`config.mk`:
```
export PLATFORM = sky130hd
export DESIGN_NAME = ahb_slave_if_gen_flat
export DESIGN_NICKNAME = d
export VERILOG_FILES = /design/src/rtl/ahb_slave_if_gen_pkg.sv /design/src/rtl/ahb_slave_if_gen_if.sv /design/src/rtl/ahb_slave_if_gen_addr_decoder.sv /design/src/rtl/ahb_slave_if_gen.sv /design/src/flat_wrapper.sv
export SDC_FILE = /design/constraint.sdc
export NUM_CORES = 1
export LEC_CHECK = 0
export CAP_MARGIN = 0
export CORE_MARGIN = 5
export CORE_UTILIZATION = 43
export CTS_CLUSTER_DIAMETER = 60
export DETAILED_ROUTE_END_ITERATION = 8
export GPL_TIMING_DRIVEN = 0
export HOLD_SLACK_MARGIN = 0.12
export PLACE_DENSITY_LB_ADDON = 0.15
export SETUP_SLACK_MARGIN = 0.02
export SYNTH_ARGS = -nofsm -noshare
export SYNTH_HDL_FRONTEND = slang
export SYNTH_SLANG_ARGS = --single-unit
```
`constraint.sdc`:
```
create_clock -name hclk -period 1.6 [get_ports hclk]
set_input_delay 0.16 -clock hclk [delete_from_list [all_inputs] [get_ports hclk]]
set_output_delay 0.16 -clock hclk [all_outputs]
set_load 0.005 [all_outputs]
```
`src/rtl/ahb_slave_if_gen_pkg.sv`:
```
// ahb_pkg: AHB transfer/response encodings and error-FSM state type for ahb_slave_if_gen.
`default_nettype none
package ahb_pkg;
    localparam logic [1:0] HTRANS_IDLE   = 2'b00;
    localparam logic [1:0] HTRANS_BUSY   = 2'b01;
    localparam logic [1:0] HTRANS_NONSEQ = 2'b10;
    localparam logic [1:0] HTRANS_SEQ    = 2'b11;

    localparam logic [1:0] HRESP_OKAY  = 2'b00;
    localparam logic [1:0] HRESP_ERROR = 2'b01;

    typedef enum logic [1:0] {
        IDLE = 2'b00,
        ERR1 = 2'b01,
        ERR2 = 2'b10
    } err_state_t;
endpackage
`default_nettype wire

```
`src/rtl/ahb_slave_if_gen_if.sv`:
```
// ahb_slave_if_gen_if: AHB-side bus bundle between the AHB master and the bridge front end.
`default_nettype none
interface ahb_slave_if_gen_if #(
    parameter int ADDR_W  = 32,
    parameter int DATA_W  = 32,
    parameter int NUM_SEL = 3
) ();
    logic              hwrite;
    logic              hready_in;
    logic [1:0]        htrans;
    logic [2:0]        hsize;
    logic [ADDR_W-1:0] haddr;
    logic [DATA_W-1:0] hwdata;
    logic [DATA_W-1:0] pr_data;

    logic               valid;
    logic [NUM_SEL-1:0] temp_sel;
    logic [ADDR_W-1:0]  haddr1;
    logic [ADDR_W-1:0]  haddr2;
    logic [DATA_W-1:0]  hwdata1;
    logic [DATA_W-1:0]  hwdata2;
    logic               hwrite_reg1;
    logic               hwrite_reg2;
    logic [2:0]         hsize_reg;
    logic [DATA_W-1:0]  hr_data;
    logic [1:0]         hresp;
    logic               hready_err;

    modport slave (
        input  hwrite, hready_in, htrans, hsize, haddr, hwdata, pr_data,
        output valid, temp_sel, haddr1, haddr2, hwdata1, hwdata2,
               hwrite_reg1, hwrite_reg2, hsize_reg, hr_data, hresp, hready_err
    );

    modport master (
        output hwrite, hready_in, htrans, hsize, haddr, hwdata, pr_data,
        input  valid, temp_sel, haddr1, haddr2, hwdata1, hwdata2,
               hwrite_reg1, hwrite_reg2, hsize_reg, hr_data, hresp, hready_err
    );
endinterface
`default_nettype wire

```
`src/rtl/ahb_slave_if_gen_addr_decoder.sv`:
```
// ahb_addr_decoder: window check and one-hot APB slave select from haddr.
`default_nettype none
module ahb_addr_decoder #(
    parameter int               ADDR_W    = 32,
    parameter int               NUM_SEL   = 3,
    parameter logic [ADDR_W-1:0] BASE_ADDR = 32'h8000_0000,
    parameter logic [ADDR_W-1:0] REGION_SZ = 32'h0400_0000
) (
    input  wire logic [ADDR_W-1:0]  haddr_i,
    output logic                    mapped_o,
    output logic [NUM_SEL-1:0]      temp_sel_o
);
    localparam int C_SHIFT = $clog2(REGION_SZ);
    // One extra bit so a window ending at the top of the address space cannot wrap.
    localparam logic [ADDR_W:0] C_LIMIT = {1'b0, BASE_ADDR}
                                        + (ADDR_W+1)'(NUM_SEL) * {1'b0, REGION_SZ};

    logic [ADDR_W-1:0] w_offset;
    logic [ADDR_W-1:0] w_idx;

    assign mapped_o = ({1'b0, haddr_i} >= {1'b0, BASE_ADDR}) && ({1'b0, haddr_i} < C_LIMIT);
    assign w_offset = haddr_i - BASE_ADDR;
    assign w_idx    = w_offset >> C_SHIFT;

    for (genvar i = 0; i < NUM_SEL; i++) begin : g_sel
        assign temp_sel_o[i] = mapped_o && (w_idx == ADDR_W'(i));
    end
endmodule
`default_nettype wire

```
`src/rtl/ahb_slave_if_gen.sv`:
```
// ahb_slave_if_gen: AHB front end of the AHB2APB bridge - two-stage pipeline, decode, ERROR response.
`default_nettype none
module ahb_slave_if_gen
    import ahb_pkg::*;
#(
    parameter int               ADDR_W    = 32,
    parameter int               DATA_W    = 32,
    parameter int               NUM_SEL   = 3,
    parameter logic [ADDR_W-1:0] BASE_ADDR = 32'h8000_0000,
    parameter logic [ADDR_W-1:0] REGION_SZ = 32'h0400_0000
) (
    input wire logic          hclk,
    input wire logic          hresetn,
    ahb_slave_if_gen_if.slave bus
);
    err_state_t        state_q;
    logic [1:0]        hresp_q;
    logic              hready_err_q;
    logic [ADDR_W-1:0] haddr1_q, haddr2_q;
    logic [DATA_W-1:0] hwdata1_q, hwdata2_q;
    logic              hwrite1_q, hwrite2_q;
    logic [2:0]        hsize_q;

    logic               w_active;
    logic               w_mapped;
    logic               w_unmapped_hit;
    logic [NUM_SEL-1:0] w_sel;

    ahb_addr_decoder #(
        .ADDR_W    (ADDR_W),
        .NUM_SEL   (NUM_SEL),
        .BASE_ADDR (BASE_ADDR),
        .REGION_SZ (REGION_SZ)
    ) u_dec (
        .haddr_i    (bus.haddr),
        .mapped_o   (w_mapped),
        .temp_sel_o (w_sel)
    );

    assign w_active       = bus.hready_in &&
                            ((bus.htrans == HTRANS_NONSEQ) || (bus.htrans == HTRANS_SEQ));
    assign w_unmapped_hit = w_active && !w_mapped;

    always_ff @(posedge hclk or negedge hresetn) begin
        if (!hresetn) begin
            haddr1_q  <= '0;
            haddr2_q  <= '0;
            hwdata1_q <= '0;
            hwdata2_q <= '0;
            hwrite1_q <= 1'b0;
            hwrite2_q <= 1'b0;
            hsize_q   <= '0;
        end else if (bus.hready_in) begin
            haddr1_q  <= bus.haddr;
            haddr2_q  <= haddr1_q;
            hwdata1_q <= bus.hwdata;
            hwdata2_q <= hwdata1_q;
            hwrite1_q <= bus.hwrite;
            hwrite2_q <= hwrite1_q;
            hsize_q   <= bus.hsize;
        end
    end

    // Two-cycle ERROR: first cycle stalls the master, second lets it see the response with HREADY high.
    always_ff @(posedge hclk or negedge hresetn) begin
        if (!hresetn) begin
            state_q      <= IDLE;
            hresp_q      <= HRESP_OKAY;
            hready_err_q <= 1'b1;
        end else begin
            case (state_q)
                IDLE, ERR2: begin
                    if (w_unmapped_hit) begin
                        state_q      <= ERR1;
                        hresp_q      <= HRESP_ERROR;
                        hready_err_q <= 1'b0;
                    end else begin
                        state_q      <= IDLE;
                        hresp_q      <= HRESP_OKAY;
                        hready_err_q <= 1'b1;
                    end
                end
                ERR1: begin
                    state_q      <= ERR2;
                    hresp_q      <= HRESP_ERROR;
                    hready_err_q <= 1'b1;
                end
                default: begin
                    state_q      <= IDLE;
                    hresp_q      <= HRESP_OKAY;
                    hready_err_q <= 1'b1;
                end
            endcase
        end
    end

    assign bus.valid       = w_active && w_mapped && (state_q != ERR1);
    assign bus.temp_sel    = w_sel;
    assign bus.haddr1      = haddr1_q;
    assign bus.haddr2      = haddr2_q;
    assign bus.hwdata1     = hwdata1_q;
    assign bus.hwdata2     = hwdata2_q;
    assign bus.hwrite_reg1 = hwrite1_q;
    assign bus.hwrite_reg2 = hwrite2_q;
    assign bus.hsize_reg   = hsize_q;
    assign bus.hr_data     = bus.pr_data;
    assign bus.hresp       = hresp_q;
    assign bus.hready_err  = hready_err_q;
endmodule
`default_nettype wire

```
`src/flat_wrapper.sv`:
```
// flat-port wrapper written by rule: the top's interface ports become plain ports
module ahb_slave_if_gen_flat import ahb_pkg::*;
#(
    parameter int               ADDR_W    = 32,
    parameter int               DATA_W    = 32,
    parameter int               NUM_SEL   = 3,
    parameter logic [ADDR_W-1:0] BASE_ADDR = 32'h8000_0000,
    parameter logic [ADDR_W-1:0] REGION_SZ = 32'h0400_0000
)
  (hclk, hresetn, bus_hwrite, bus_hready_in, bus_htrans, bus_hsize, bus_haddr, bus_hwdata, bus_pr_data, bus_valid, bus_temp_sel, bus_haddr1, bus_haddr2, bus_hwdata1, bus_hwdata2, bus_hwrite_reg1, bus_hwrite_reg2, bus_hsize_reg, bus_hr_data, bus_hresp, bus_hready_err);
  ahb_slave_if_gen_if #(.ADDR_W(ADDR_W), .DATA_W(DATA_W), .NUM_SEL(NUM_SEL)) bus_i ();
  input wire logic hclk;
  input wire logic hresetn;
  input wire logic [$bits(bus_i.hwrite)-1:0] bus_hwrite;
  input wire logic [$bits(bus_i.hready_in)-1:0] bus_hready_in;
  input wire logic [$bits(bus_i.htrans)-1:0] bus_htrans;
  input wire logic [$bits(bus_i.hsize)-1:0] bus_hsize;
  input wire logic [$bits(bus_i.haddr)-1:0] bus_haddr;
  input wire logic [$bits(bus_i.hwdata)-1:0] bus_hwdata;
  input wire logic [$bits(bus_i.pr_data)-1:0] bus_pr_data;
  output wire logic [$bits(bus_i.valid)-1:0] bus_valid;
  output wire logic [$bits(bus_i.temp_sel)-1:0] bus_temp_sel;
  output wire logic [$bits(bus_i.haddr1)-1:0] bus_haddr1;
  output wire logic [$bits(bus_i.haddr2)-1:0] bus_haddr2;
  output wire logic [$bits(bus_i.hwdata1)-1:0] bus_hwdata1;
  output wire logic [$bits(bus_i.hwdata2)-1:0] bus_hwdata2;
  output wire logic [$bits(bus_i.hwrite_reg1)-1:0] bus_hwrite_reg1;
  output wire logic [$bits(bus_i.hwrite_reg2)-1:0] bus_hwrite_reg2;
  output wire logic [$bits(bus_i.hsize_reg)-1:0] bus_hsize_reg;
  output wire logic [$bits(bus_i.hr_data)-1:0] bus_hr_data;
  output wire logic [$bits(bus_i.hresp)-1:0] bus_hresp;
  output wire logic [$bits(bus_i.hready_err)-1:0] bus_hready_err;
  assign bus_i.hwrite = bus_hwrite;
  assign bus_i.hready_in = bus_hready_in;
  assign bus_i.htrans = bus_htrans;
  assign bus_i.hsize = bus_hsize;
  assign bus_i.haddr = bus_haddr;
  assign bus_i.hwdata = bus_hwdata;
  assign bus_i.pr_data = bus_pr_data;
  assign bus_valid = bus_i.valid;
  assign bus_temp_sel = bus_i.temp_sel;
  assign bus_haddr1 = bus_i.haddr1;
  assign bus_haddr2 = bus_i.haddr2;
  assign bus_hwdata1 = bus_i.hwdata1;
  assign bus_hwdata2 = bus_i.hwdata2;
  assign bus_hwrite_reg1 = bus_i.hwrite_reg1;
  assign bus_hwrite_reg2 = bus_i.hwrite_reg2;
  assign bus_hsize_reg = bus_i.hsize_reg;
  assign bus_hr_data = bus_i.hr_data;
  assign bus_hresp = bus_i.hresp;
  assign bus_hready_err = bus_i.hready_err;
  ahb_slave_if_gen #(.ADDR_W(ADDR_W), .DATA_W(DATA_W), .NUM_SEL(NUM_SEL), .BASE_ADDR(BASE_ADDR), .REGION_SZ(REGION_SZ)) u_core (.hclk(hclk), .hresetn(hresetn), .bus(bus_i));
endmodule
```
==> results.yml, run 1 <==
placement:
  port_buffers: 241
  place_hpwl_um: 10400
  globalplace.congestion: 0.765
  placed_area_um2: 8010
  dp.cells: 741
  place_ws_ns: -0.626
pwr:
  ir_drop_v: 0.000731
  finalPower_w: 0.00982
  powerDensity_nw_per_um2: 1140
  pwr-share-comb: 0.195
  p_sw_w: 0.00220
  seq_power_share: 0.423
  clkPwrFrac: 0.382
  leakage_nw: 3.66
  power.internal_w: 0.00763
  switching_share: 0.224
critical_path:
  r2r-start: "u_core.bus.haddr1[19]"
  r2r_setup_slack_ns: 0.78
  cp-startpoint: "u_core.state_q[0]"
  end_kind: "primary output"
  r2r-end: "u_core.bus.haddr2[19]"
  worst_r2r_path_depth: 1
  cp_data_required_time_ns: 1.44
  critPathKind: "reg2out"
  crit_fanout: 2
  cp-start-kind: "register"
  arrival_ns: 1.37
clock_tree:
  cts_tree: "yes"
  ctsHtreeMaxLevel: 4
  cts_buffer_depth: 2
  clk_latency_ns: 0.41
  cts_sinks: 137
  clkTransAtPathRegs_ns: 0.05
  cts_buffers: 17
  clockRootBuffer: "clkbuf_16"
timing:
  setup_slack_ns: 0.0665
  rsz0062_at_grt: "no"
  hold_viol: 0
  setup_viol: 0
  final.min_clock_period_ns: 1.53
  fin_skew_ns: 0.00353
  finalMaxSlewViolations: 0
  fmax_mhz: 652
  maxSlewHeadroom: 0.605
  worst_hold_slack_ns: 0.145
  tightestPinTransition_ns: 0.593
  fin_crit_sh: 0.958
drt:
  wl_per_cell_um: 17.9
  vias: 3649
  drt_first_iter_violations: 179
  drt_wl_total_um: 13900
  drcViolationCount: 0
  via_per_inst: 4.70
  drtAntennaViolNets: 0
  drt_pass1_iterations: 4
logic_synthesis:
  syn_avg_cell_area_um2: 16.2
  postSynthCellCount: 331
  ys_seq_area_frac: 0.640
  yosysWarningCount: 0
  synth_cell_types: 16
  netlist_area_um2: 5360
  syn_nets: 436
  synth-seq-cells: 137
layout:
  drive_above_1_share: 0.372
  layout.nets: 701
  final_cell_mix: "clkdlybuf4s50_1, dfrtp_1, mux2_2"
  stdcell_count: 777
  final_common_cell: "clkdlybuf4s50_1"
  fin_area_um2: 8620
  area_delta_synth_final_pct: 60.9
  final.fill_count: 871
global_routing:
  grt_antenna_before_repair: 1
  gr-total-overflow: 0
  grt_pass1_vias: 3963
  grt_max_degree: 74
  grt_pass1_wl_um: 21300
  grt_usage: 0.189
floorplanning:
  die_x_um: 122
  coreArea_um2: 12100
  rows: 40
  initial_utilization: 0.442
  die_h_um: 122
  pin_count: 277
  die_area_um2: 14800
job:
  drv_cap: 0
hold_path:
  min_path_cells: 2
  hp-class: "in2reg"
  whs_endpoint: "u_core.bus.haddr1[28]"
  min_from: "bus_haddr[28]"
status:
  status: "finished clean"
==> through the flow <==
stage               setup TNS, ns  utilization
floorplan                       0            -
global placement          -653.55        0.659
detailed placement          -2.26        0.661
CTS                             0        0.710
global route                    0        0.712
finish                          0        0.712
==> layer usage <==
metal | GRT usage | share of wire
met2 | 0.317 | 0.51
met4 | 0.0812 | 0.023
met5 | 0 | 0
met3 | 0.0822 | 0.11
met1 | 0.208 | 0.36
==> area by class of cell <==
cell class | count | area (um^2) | area share
clock inverter | 9 | 97.6 | 0.0113
multi-input combinational | 144 | 1620 | 0.187
inverter | 2 | 7.51 | 0.000871
tap | 168 | 210 | 0.0244
sequential | 137 | 3430 | 0.398
timing repair buffer | 246 | 2450 | 0.284
buffer | 48 | 332 | 0.0385
clock buffer | 22 | 474 | 0.0550
antenna | 1 | 2.50 | 0.000290
==> power by group through the flow <==
stage | registers, W | logic [W] | clock network (W)
finish | 0.00415 | 0.00192 | 0.00375
global route | 0.00421 | 0.00205 | 0.00399
CTS | 0.00416 | 0.00196 | 0.00383
global placement | 0.00418 | 0.00190 | 0
detailed placement | 0.00421 | 0.00195 | 0
floorplan | 0.00422 | 0.000560 | 0
==> critical path, stage by stage (launching register included) <==
cell and delay, ns:
dfrtp_1 0.37, inv_2 0.05, nor2_1 0.07, nor4_4 0.29, buf_2 0.18
==> timing repair <==
action,CTS,global route
resized for setup,28,1
hold buffers,2,0
pin swaps,3,0
buffers inserted,1,1
hold endpoints to repair,65,0
endpoints found under the setup margin,5,1
==> Yosys cell counts (all sizes together) <==
cell | count | area, um^2
nand2 | 1 | 3.75
mux2 | 133 | 1500
nor2 | 1 | 3.75
nor3b | 2 | 15.0
o2111ai | 1 | 26.3
buf | 48 | 328
inv | 2 | 7.51
dfstp | 1 | 26.3
conb | 1 | 3.75
and2 | 1 | 6.26
nor3 | 1 | 5.00
o21ai | 1 | 8.76
dfrtp | 136 | 3400
or4b | 1 | 13.8
nor4 | 1 | 6.26
==> cell families (layout without fill, tap and decap cells) <==
kind of cell    Yosys count  after routing  synth area share
compound gates            2              2           0.00654
buf+inv                  50            327            0.0626
flops                   137            137             0.640
mux                     133            133             0.280
other cells               1              2          0.000700
simple gates              8              8            0.0100
==> worst max path at each step <==
stage                             endpoint  cells past startpoint
CTS                              bus_valid                      4
global placement    u_core.bus.hwdata2[31]                      1
detailed placement               bus_valid                      4
finish                           bus_valid                      4
global route                     bus_valid                      4
floorplan                        bus_valid                      2
Note: power is estimated with default switching activity, not from simulation.
==> run 2, diff against run 1 <==
Settings changed: SLEW_MARGIN set to 10.
==> results of run 2 <==
The final DEF is identical to that of run 1; final timing and power are the same.
==> run 3, diff against run 2 <==
Settings changed: CORE_MARGIN 5 to unset.
==> run 3 against run 2 <==
Count of clock-buffer cells in the layout down 2. Total power up 5.5%. Combinational power about the same. Utilization up 1.2 points. Critical path depth up 1. Largest cell class unchanged. Largest power group is now the clock network.
==> results.yml, run 3 (synthesized netlist as in run 1, its figures left out) <==
status:
  status: "finished clean"
clock_tree:
  ctsHtreeMaxLevel: 4
  clockRootBuffer: "clkbuf_16"
  cts_buffer_depth: 2
  cts_buffers: 17
  clkTransAtPathRegs_ns: 0.06
  cts_tree: "yes"
  clk_latency_ns: 0.41
  cts_sinks: 137
pwr:
  leakage_nw: 3.70
  power.internal_w: 0.00812
  p_sw_w: 0.00224
  seq_power_share: 0.401
  pwr-share-comb: 0.184
  powerDensity_nw_per_um2: 1190
  clkPwrFrac: 0.415
  finalPower_w: 0.0104
  ir_drop_v: 0.000757
  switching_share: 0.217
drt:
  drt_wl_total_um: 12800
  wl_per_cell_um: 16.4
  vias: 3678
  drt_pass1_iterations: 4
  drcViolationCount: 0
  drtAntennaViolNets: 0
  drt_first_iter_violations: 104
  via_per_inst: 4.71
layout:
  layout.nets: 705
  final_common_cell: "clkdlybuf4s50_1"
  drive_above_1_share: 0.377
  diodes: 0
  final_cell_mix: "clkdlybuf4s50_1, dfrtp_1, mux2_2"
  area_delta_synth_final_pct: 63.1
timing:
  final.min_clock_period_ns: 1.51
  fmax_mhz: 662
  final.setup.tns_ns: 0
  setup_viol: 0
  fin_crit_sh: 0.944
  rsz0062_at_grt: "no"
  fin_skew_ns: 0.00968
  maxSlewHeadroom: 0.619
  finalMaxSlewViolations: 0
  hold_viol: 0
  tightestPinTransition_ns: 0.572
global_routing:
  grt_pass1_wl_um: 20200
  grt_pass1_vias: 3879
  grt_usage: 0.209
  grt_antenna_before_repair: 0
  gr-total-overflow: 0
  grt_max_degree: 78
floorplanning:
  pin_count: 277
  die_h_um: 114
  die_x_um: 114
  rows: 40
  die_area_um2: 12900
  coreArea_um2: 12100
  initial_utilization: 0.444
hold_path:
  hp-class: "in2async"
critical_path:
  critPathKind: "in2out"
  crit_fanout: 3
  cp_data_required_time_ns: 1.44
  crit_buf_inv: 3
  arrival_ns: 1.35
  cp-start-kind: "input pin"
  critical-path-max-stage-delay_ns: 0.51
  critPathTopFamily: "simple AND/OR/NAND/NOR gates"
  end_kind: "primary output"
  path_cells: "clkdlybuf4s15_1 > or4b_4 > buf_6 > nor3b_2 > clkdlybuf4s15_2"
  slowest_stage: "or4b_4"
placement:
  port_buffers: 241
  globalplace.congestion: 0.744
  place_hpwl_um: 9250
job:
  drv_cap: 0
==> run 3: changes by cell type in the layout (fill, tap and decap cells not counted), moves of 2 or more <==
cell / previous run / this run
bufinv_16: 2 / 5
clkbuf_1: 2 / 0
clkinv_2: 6 / 3
clkinvlp_4: 1 / 4
dlygate4sd2_1: 5 / 2
dlygate4sd3_1: 2 / 5
==> run 3: worst paths after layout <==
kind	depth (start not counted)	endpoint	startpoint	slack, ns
setup / recovery	5	bus_temp_sel[1]	bus_haddr[31]	0.09
hold / removal	2	u_core.bus.hwdata2[24]	hresetn	0.29
setup reg to reg	1	u_core.bus.hwdata2[12]	u_core.bus.hwdata1[12]	0.81
hold reg to reg	1	u_core.bus.hresp[0]	u_core.state_q[1]	0.46
max in group asynchronous	3	u_core.bus.hready_err	hresetn	0.53
min in group hclk	2	u_core.bus.hready_err	bus_htrans[1]	0.35
==> run 3: metal layers <==
layer,routed length (um),vias to the layer above,part of all wire,GRT usage
met5,0,-,0,0
met4,334,0,0.026,0.0921
met3,1110,21,0.087,0.0871
met2,6530,171,0.51,0.354
met1,4810,1825,0.38,0.230
li1,-,1661,-,-
==> run 3: what timing repair did <==
item / 4_1_cts / 5_1_grt
setup buffers: 3 / 0
resized for setup: 32 / 0
endpoints found under the setup margin: 5 / 1
pin swaps: 2 / 1
endpoints found under the hold margin: 64 / 0
hold buffers: 5 / 0
==> run 3: final cells by class <==
type,instances,area [um^2]
Fill cell,845,3330
Inverter,2,7.51
Timing Repair Buffer,250,2490
Multi-Input combinational cell,144,1600
Sequential cell,137,3430
Clock inverter,12,195
Tap cell,168,210
Buffer,48,328
Clock buffer,20,467
==> run 3: through the flow <==
stage | cell area [um^2] | worst slack, ns | hold slack, ns | std cells | util
floorplan | 5360 | 0.421 | -0.136 | 331 | -
global placement | 7980 | -4.82 | 0.446 | 740 | 0.661
detailed placement | 8010 | -0.605 | 0.173 | 741 | 0.664
CTS | 8730 | 0.0427 | 0.303 | 781 | 0.724
global route | 8730 | 0.0220 | 0.336 | 781 | 0.724
finish | 8730 | 0.0898 | 0.287 | 781 | 0.724
==> run 3: power groups by stage <==
| stage | clock network [W] | logic [W] | registers, W |
|---|---|---|---|
| global placement | 0 | 0.00188 | 0.00418 |
| detailed placement | 0 | 0.00192 | 0.00421 |
| floorplan | 0 | 0.000560 | 0.00422 |
| finish | 0.00430 | 0.00191 | 0.00415 |
| CTS | 0.00436 | 0.00194 | 0.00416 |
| global route | 0.00455 | 0.00204 | 0.00422 |
